--- src/rtl/rst_release_seq.sv ---
`timescale 1ns/1ps
// rst_release_seq
//
// Reset release sequencer for the set-on-reset flops of the FPGA core.
// A board reset asserts every staged reset output at once, without waiting
// for a clock. Release is synchronous to clk and happens one stage at a time,
// bit 0 first, with STAGE_GAP clk cycles between stages. Software can replay
// the same staged release through a soft-reset request/acknowledge handshake.
//
// Parameters
//   NUM_STAGES  number of staged reset outputs (>= 1)
//   SYNC_DEPTH  flops in the deassertion synchronizer (>= 2)
//   STAGE_GAP   clk cycles between consecutive stage releases (>= 1)
//
// Ports
//   clk           core clock
//   rst           board reset, asynchronous, active-high
//   soft_rst_req  soft-reset request, level-sampled only while idle
//   rst_out       per-stage reset, active-high, bit 0 releases first
//   all_released  every stage released and the sequencer idle
//   busy          sequencer is asserting or releasing
//   soft_rst_ack  one-cycle pulse when a soft-initiated sequence completes
module rst_release_seq #(
  parameter int NUM_STAGES = 4,
  parameter int SYNC_DEPTH = 2,
  parameter int STAGE_GAP  = 8
) (
  input  logic                  clk,
  input  logic                  rst,
  input  logic                  soft_rst_req,
  output logic [NUM_STAGES-1:0] rst_out,
  output logic                  all_released,
  output logic                  busy,
  output logic                  soft_rst_ack
);

  localparam int CNT_W = $clog2(STAGE_GAP + 1);
  localparam int STG_W = $clog2(NUM_STAGES + 1);

  localparam logic [CNT_W-1:0] GAP_V    = CNT_W'(STAGE_GAP);
  localparam logic [STG_W-1:0] LAST_STG = STG_W'(NUM_STAGES - 1);

  localparam logic [1:0] S_ASSERT  = 2'd0;
  localparam logic [1:0] S_RELEASE = 2'd1;
  localparam logic [1:0] S_IDLE    = 2'd2;

  // Illegal parameterisations are stopped at elaboration.
  if (NUM_STAGES < 1) begin : g_bad_num_stages
    $error("rst_release_seq: NUM_STAGES must be >= 1");
  end
  if (SYNC_DEPTH < 2) begin : g_bad_sync_depth
    $error("rst_release_seq: SYNC_DEPTH must be >= 2");
  end
  if (STAGE_GAP < 1) begin : g_bad_stage_gap
    $error("rst_release_seq: STAGE_GAP must be >= 1");
  end

  logic [1:0]            state;
  logic [CNT_W-1:0]      cnt;
  logic [STG_W-1:0]      stg;
  logic                  soft_flag;
  logic [SYNC_DEPTH-1:0] sync_q;
  logic                  sync_rst;

  logic                  tick;
  logic [CNT_W-1:0]      cnt_inc;
  logic                  fire;
  logic                  soft_go;
  logic [NUM_STAGES-1:0] stage_mask;

  // ---- Deassertion synchronizer: set asynchronously, drains zeros on clk.
  always_ff @(posedge clk or posedge rst) begin
    if (rst) begin
      sync_q <= '1;
    end else begin
      sync_q <= {sync_q[SYNC_DEPTH-2:0], 1'b0};
    end
  end

  assign sync_rst = sync_q[SYNC_DEPTH-1];

  // ---- Gap timing.
  // The edge that leaves ASSERT already counts as the first edge of the
  // first gap, so a hard release drops stage 0 STAGE_GAP-1 edges after
  // entering RELEASE. A soft start leaves cnt at 0, so its first stage drops
  // a full STAGE_GAP edges after the request edge. With STAGE_GAP=1 the
  // ASSERT exit edge itself releases stage 0.
  assign tick    = ((state == S_ASSERT) && !sync_rst) || (state == S_RELEASE);
  assign cnt_inc = (state == S_ASSERT) ? CNT_W'(1) : (cnt + CNT_W'(1));
  assign fire    = tick && (cnt_inc == GAP_V);

  // The request is already synchronous to clk, so it skips the synchronizer.
  assign soft_go = (state == S_IDLE) && soft_rst_req;

  always_comb begin
    stage_mask = '0;
    for (int i = 0; i < NUM_STAGES; i++) begin
      if (stg == STG_W'(i)) begin
        stage_mask[i] = 1'b1;
      end
    end
  end

  // ---- Sequencer state and registered outputs.
  always_ff @(posedge clk or posedge rst) begin
    if (rst) begin
      state        <= S_ASSERT;
      cnt          <= '0;
      stg          <= '0;
      soft_flag    <= 1'b0;
      rst_out      <= '1;
      all_released <= 1'b0;
      soft_rst_ack <= 1'b0;
    end else begin
      soft_rst_ack <= 1'b0;
      if (soft_go) begin
        rst_out      <= '1;
        all_released <= 1'b0;
        state        <= S_RELEASE;
        cnt          <= '0;
        stg          <= '0;
        soft_flag    <= 1'b1;
      end else if (fire) begin
        // Bits only ever clear here, so a released stage stays released.
        rst_out <= rst_out & ~stage_mask;
        cnt     <= '0;
        stg     <= stg + STG_W'(1);
        if (stg == LAST_STG) begin
          state        <= S_IDLE;
          all_released <= 1'b1;
          soft_rst_ack <= soft_flag;
          soft_flag    <= 1'b0;
        end else begin
          state <= S_RELEASE;
        end
      end else if (tick) begin
        cnt   <= cnt_inc;
        state <= S_RELEASE;
      end
    end
  end

  // Decoded straight from the state flops, so it asserts with rst as well.
  assign busy = (state != S_IDLE);

endmodule

--- config.mk ---
export PLATFORM = sky130hd
export DESIGN_NAME = rst_release_seq
export DESIGN_NICKNAME = d
export VERILOG_FILES = /design/src/rtl/rst_release_seq.sv
export SDC_FILE = /design/constraint.sdc
export NUM_CORES = 1
export LEC_CHECK = 0
export CORE_AREA = 2 2 42 44
export CTS_CLUSTER_DIAMETER = 30
export DETAILED_ROUTE_END_ITERATION = 7
export DIE_AREA = 0 0 44 46
export PLACE_DENSITY = 0.78
export SLEW_MARGIN = 20
export SYNTH_ARGS = -nofsm -noshare
export SYNTH_HDL_FRONTEND = slang
export SYNTH_SLANG_ARGS = --single-unit
--- constraint.sdc ---
create_clock -name clk -period 3.9 [get_ports clk]
set_input_delay 0.78 -clock clk [delete_from_list [all_inputs] [get_ports clk]]
set_output_delay 0.78 -clock clk [all_outputs]
set_load 0.005 [all_outputs]
==> summary.md <==
| Metric | Value |
|---|---|
| Status | `completed` |
| CTS root buf | `clkbuf_4` |
| Largest cells by area after synthesis | `dfrtp_1 (35%), dfstp_2 (19%), ha_1 (8.8%), mux2i_1 (3.5%), nor2_1 (3.5%)` |
| GR Util All Layers | `between 10% and 20%` |
| Die Wd | `44 um` |
| Routed WL | `1426 um` |
| Slew headroom | `49.79%` |
| Leading area contributor after synthesis | `dfrtp_1` |
| Post-synthesis mux area share | `under 10%` |
| Final-report hold violation count | `0` |
| CTS tree | `done` |
| Critical path class | `flip-flop to flip-flop` |
| Post CTS Setup Buffer Count | `0` |
| Xor/xnor cell area share of the yosys netlist | `2.062%` |
| R2R depth | `5` |
| Die Y-Extent | `46 um` |
| Simple-gate share of the synthesized area | `15.61%` |
| Area growth, synth to finish | `13.84%` |
| HP Class | `flip-flop to flip-flop` |
| Hold path depth | `0` |
| Largest net degree at the start of global routing | `19` |
| Clk sinks | `18` |
| DR WL/cell | `approximately 14 um` |
| RSZ-0062 raised after global routing | `no` |
| Final min period | `2.173 ns` |
| Final Setup Violations | `0` |
| Most frequent cell after synthesis | `dfrtp_1` |
| Largest family of logic cells by synthesized area | `simple AND/OR/NAND/NOR gates` |
| Initial DRC count | `5` |
| Syn Inst Count | `75` |
| Synth Area in Adders | `8.837%` |
| DR DRC count | `0` |
| Vias in the first global route | `478` |
| Crit path launch type | `flip-flop` |
| I/O Pins | `10` |
| GRT met1 Usage | `20.92%` |
| Resized Gates After CTS | `0` |
| Drt pass-1 iters | `4` |
| Global-route wire length before repair | `2104 um` |
| Grt total ovfl | `0` |
| P_int | `381.5 uW` |
| Post-placement cell count | `98` |
| Post-Syn Nets | `84` |
| CTS max path bufs | `2` |
| Synth Cell Area | `849.6 um^2` |
| Worst Slack Setup Final | `around 1.7 ns` |
| CTS clock-pin slew for the worst setup and hold paths | `0.10 ns` |
| Share of the synthesized area in the top cell type | `35.35%` |
| GP Congestion | `0.7758` |
| CTS Hold Buffers Added | `0` |
| H-Tree Depth | `1` |
| Sequential share of power | `50.4%` |
| Synth Area in Compound Gates | `10.16%` |
| Total CTS buffers | `3` |
| Setup TNS | `0 ns` |
| Gr busiest metal | `met1` |
| Post-synth EDFFs | `0` |
| Fin cells | `between 100 and 150` |
| Vias | `560` |
| Top FF cell, synth | `dfrtp_1` |
| Core area | `around 1600 um^2` |
| # rows | `15` |
| Fmax | `0.4602 GHz` |
| Clk pwr share | `16.9%` |
| Cell area power density | `588.0 nW/um^2` |
| Initial antenna violation count | `0` |
| Post-synthesis async set-or-reset flop share | `100.0%` |
| Measured slew at the worst slew-check pin | `0.7491 ns` |
| Routed Antenna Nets | `0` |
| Sw Ratio | `32.92%` |
| HPWL Detailed | `1016 um` |
| Max Slew Vio Count | `0` |
| Worst setup EP type | `flip-flop` |
| PortBufs | `9` |
| Psw | `187.3 uW` |
| Routing usage on met3 | `3.571%` |
| Worst vdd ir | `314.2 uV` |
| Period utilization | `between 50 and 60%` |
| Worst-path fanout max | `12` |
| Initial core utilization | `about 53%` |
| Most frequent cells after synthesis | `dfrtp_1 (12), nor2_1 (8), dfstp_2 (6), ha_1 (6), nand2_1 (5)` |
| Fill cells | `134` |
| Sequential share of the synthesized area | `53.90%` |
| Leakage | `between 0.4 and 0.5 nW` |
| Synth Register Bits | `18` |
| Worst Path Arrival | `2.36 ns` |
| Layout Skew | `0.0006358 ns` |
| Final nets | `95` |
| Required time worst endpoint | `just over 4 ns` |
| Met2 Track Usage GR | `around a fifth` |
| Synth cell types | `28` |
| Logic pwr share | `32.7%` |
| Max-cap violations | `0` |
| Antenna diodes | `0` |
| Detailed-route vias per instance | `5.490` |
| Share of cells above drive strength 1 | `16.47%` |
| Yosys warns | `0` |
| Worst-Skew Late Latency | `between 0.2 and 0.3 ns` |
| Syn avg cell area | `11.33 um^2` |
| Die area | `a little over 2000 um^2` |
| Setup WS pre-CTS | `1.731 ns` |
==> cell usage in the layout, fill, tap and decap left out, types with 2 or more instances in the layout <==
cell type	Yosys	layout
a21oi_1	3	3
a22o_2	2	2
a31oi_1	3	3
clkbuf_4	0	3
clkdlybuf4s50_1	0	9
dfrtp_1	12	12
dfstp_2	6	6
ha_1	6	6
inv_1	4	4
mux2i_1	3	3
nand2_1	5	5
nand2b_1	4	4
nor2_1	8	8
nor2b_1	3	3
==> critical path, cell delays in order, from the launching register on <==
cell	delay, ns
dfrtp_1	0.45
ha_1	0.24
xnor2_1	0.19
nand3b_1	0.14
nor3_2	0.64
mux2_2	0.41
==> power by group through the flow <==
stage               Sequential, mW  Clock, mW  Combinational (mW)
floorplan                    0.282          0               0.132
global placement             0.286          0               0.175
global route                 0.293      0.106               0.210
detailed placement           0.290          0               0.189
finish                       0.286     0.0962               0.186
CTS                          0.286     0.0973               0.189
==> cells by family (layout without fill, tap and decap cells) <==
family                     count (synthesis)  in the layout
AOI/OAI and AO/OA                         12             12
and+or+nand+nor                           25             25
buffers and inverters                      7             17
other                                      1              1
muxes                                      4              4
adders and majority gates                  6              6
xor gates and xnor gates                   2              2
DFF                                       18             18
==> layout make-up <==
class / count / area (um^2) / share of cell area (%)
timing repair buffer: 9 / 90.09 / 9.314
sequential: 18 / 457.9 / 47.35
clock buffer: 4 / 26.28 / 2.717
inverter: 4 / 15.01 / 1.552
multi-input combinational: 50 / 356.6 / 36.87
tap: 17 / 21.27 / 2.199
==> stage by stage <==
step	instance area (um^2)	power [mW]	hold slack, ns	util [%]
floorplan	849.6	0.4138	0.3452	-
global placement	940.9	0.4602	0.3472	58.29
detailed placement	940.9	0.4781	0.3479	58.29
CTS	967.2	0.5723	0.3627	59.92
global route	967.2	0.6078	0.3700	59.92
finish	967.2	0.5687	0.3618	59.92
==> flip-flops by register name (all words and copies together), names as in the netlist <==
register,flops
all_released,1
cnt,4
rst_out,4
soft_flag,1
soft_rst_ack,1
state,2
stg,3
sync_q,2
==> path summary, 6_finish.rpt <==
check,start,endpoint,slack [ns]
setup / recovery,cnt[0],stg[1],1.73
hold / removal,sync_q[0],sync_q[1],0.36
setup reg to reg,cnt[0],stg[1],1.73
hold reg to reg,sync_q[0],sync_q[1],0.36
max in group asynchronous,rst,state[0],2.60
min in group asynchronous,rst,cnt[1],0.88
==> metal layers <==
| layer | share of wire [%] | vias to the layer above |
|---|---|---|
| met4 | 3.0 | 0 |
| met5 | 0 | - |
| met2 | 44 | 11 |
| met1 | 49 | 273 |
| li1 | - | 271 |
| met3 | 3.6 | 5 |
Power figures use the tool's default switching activity.
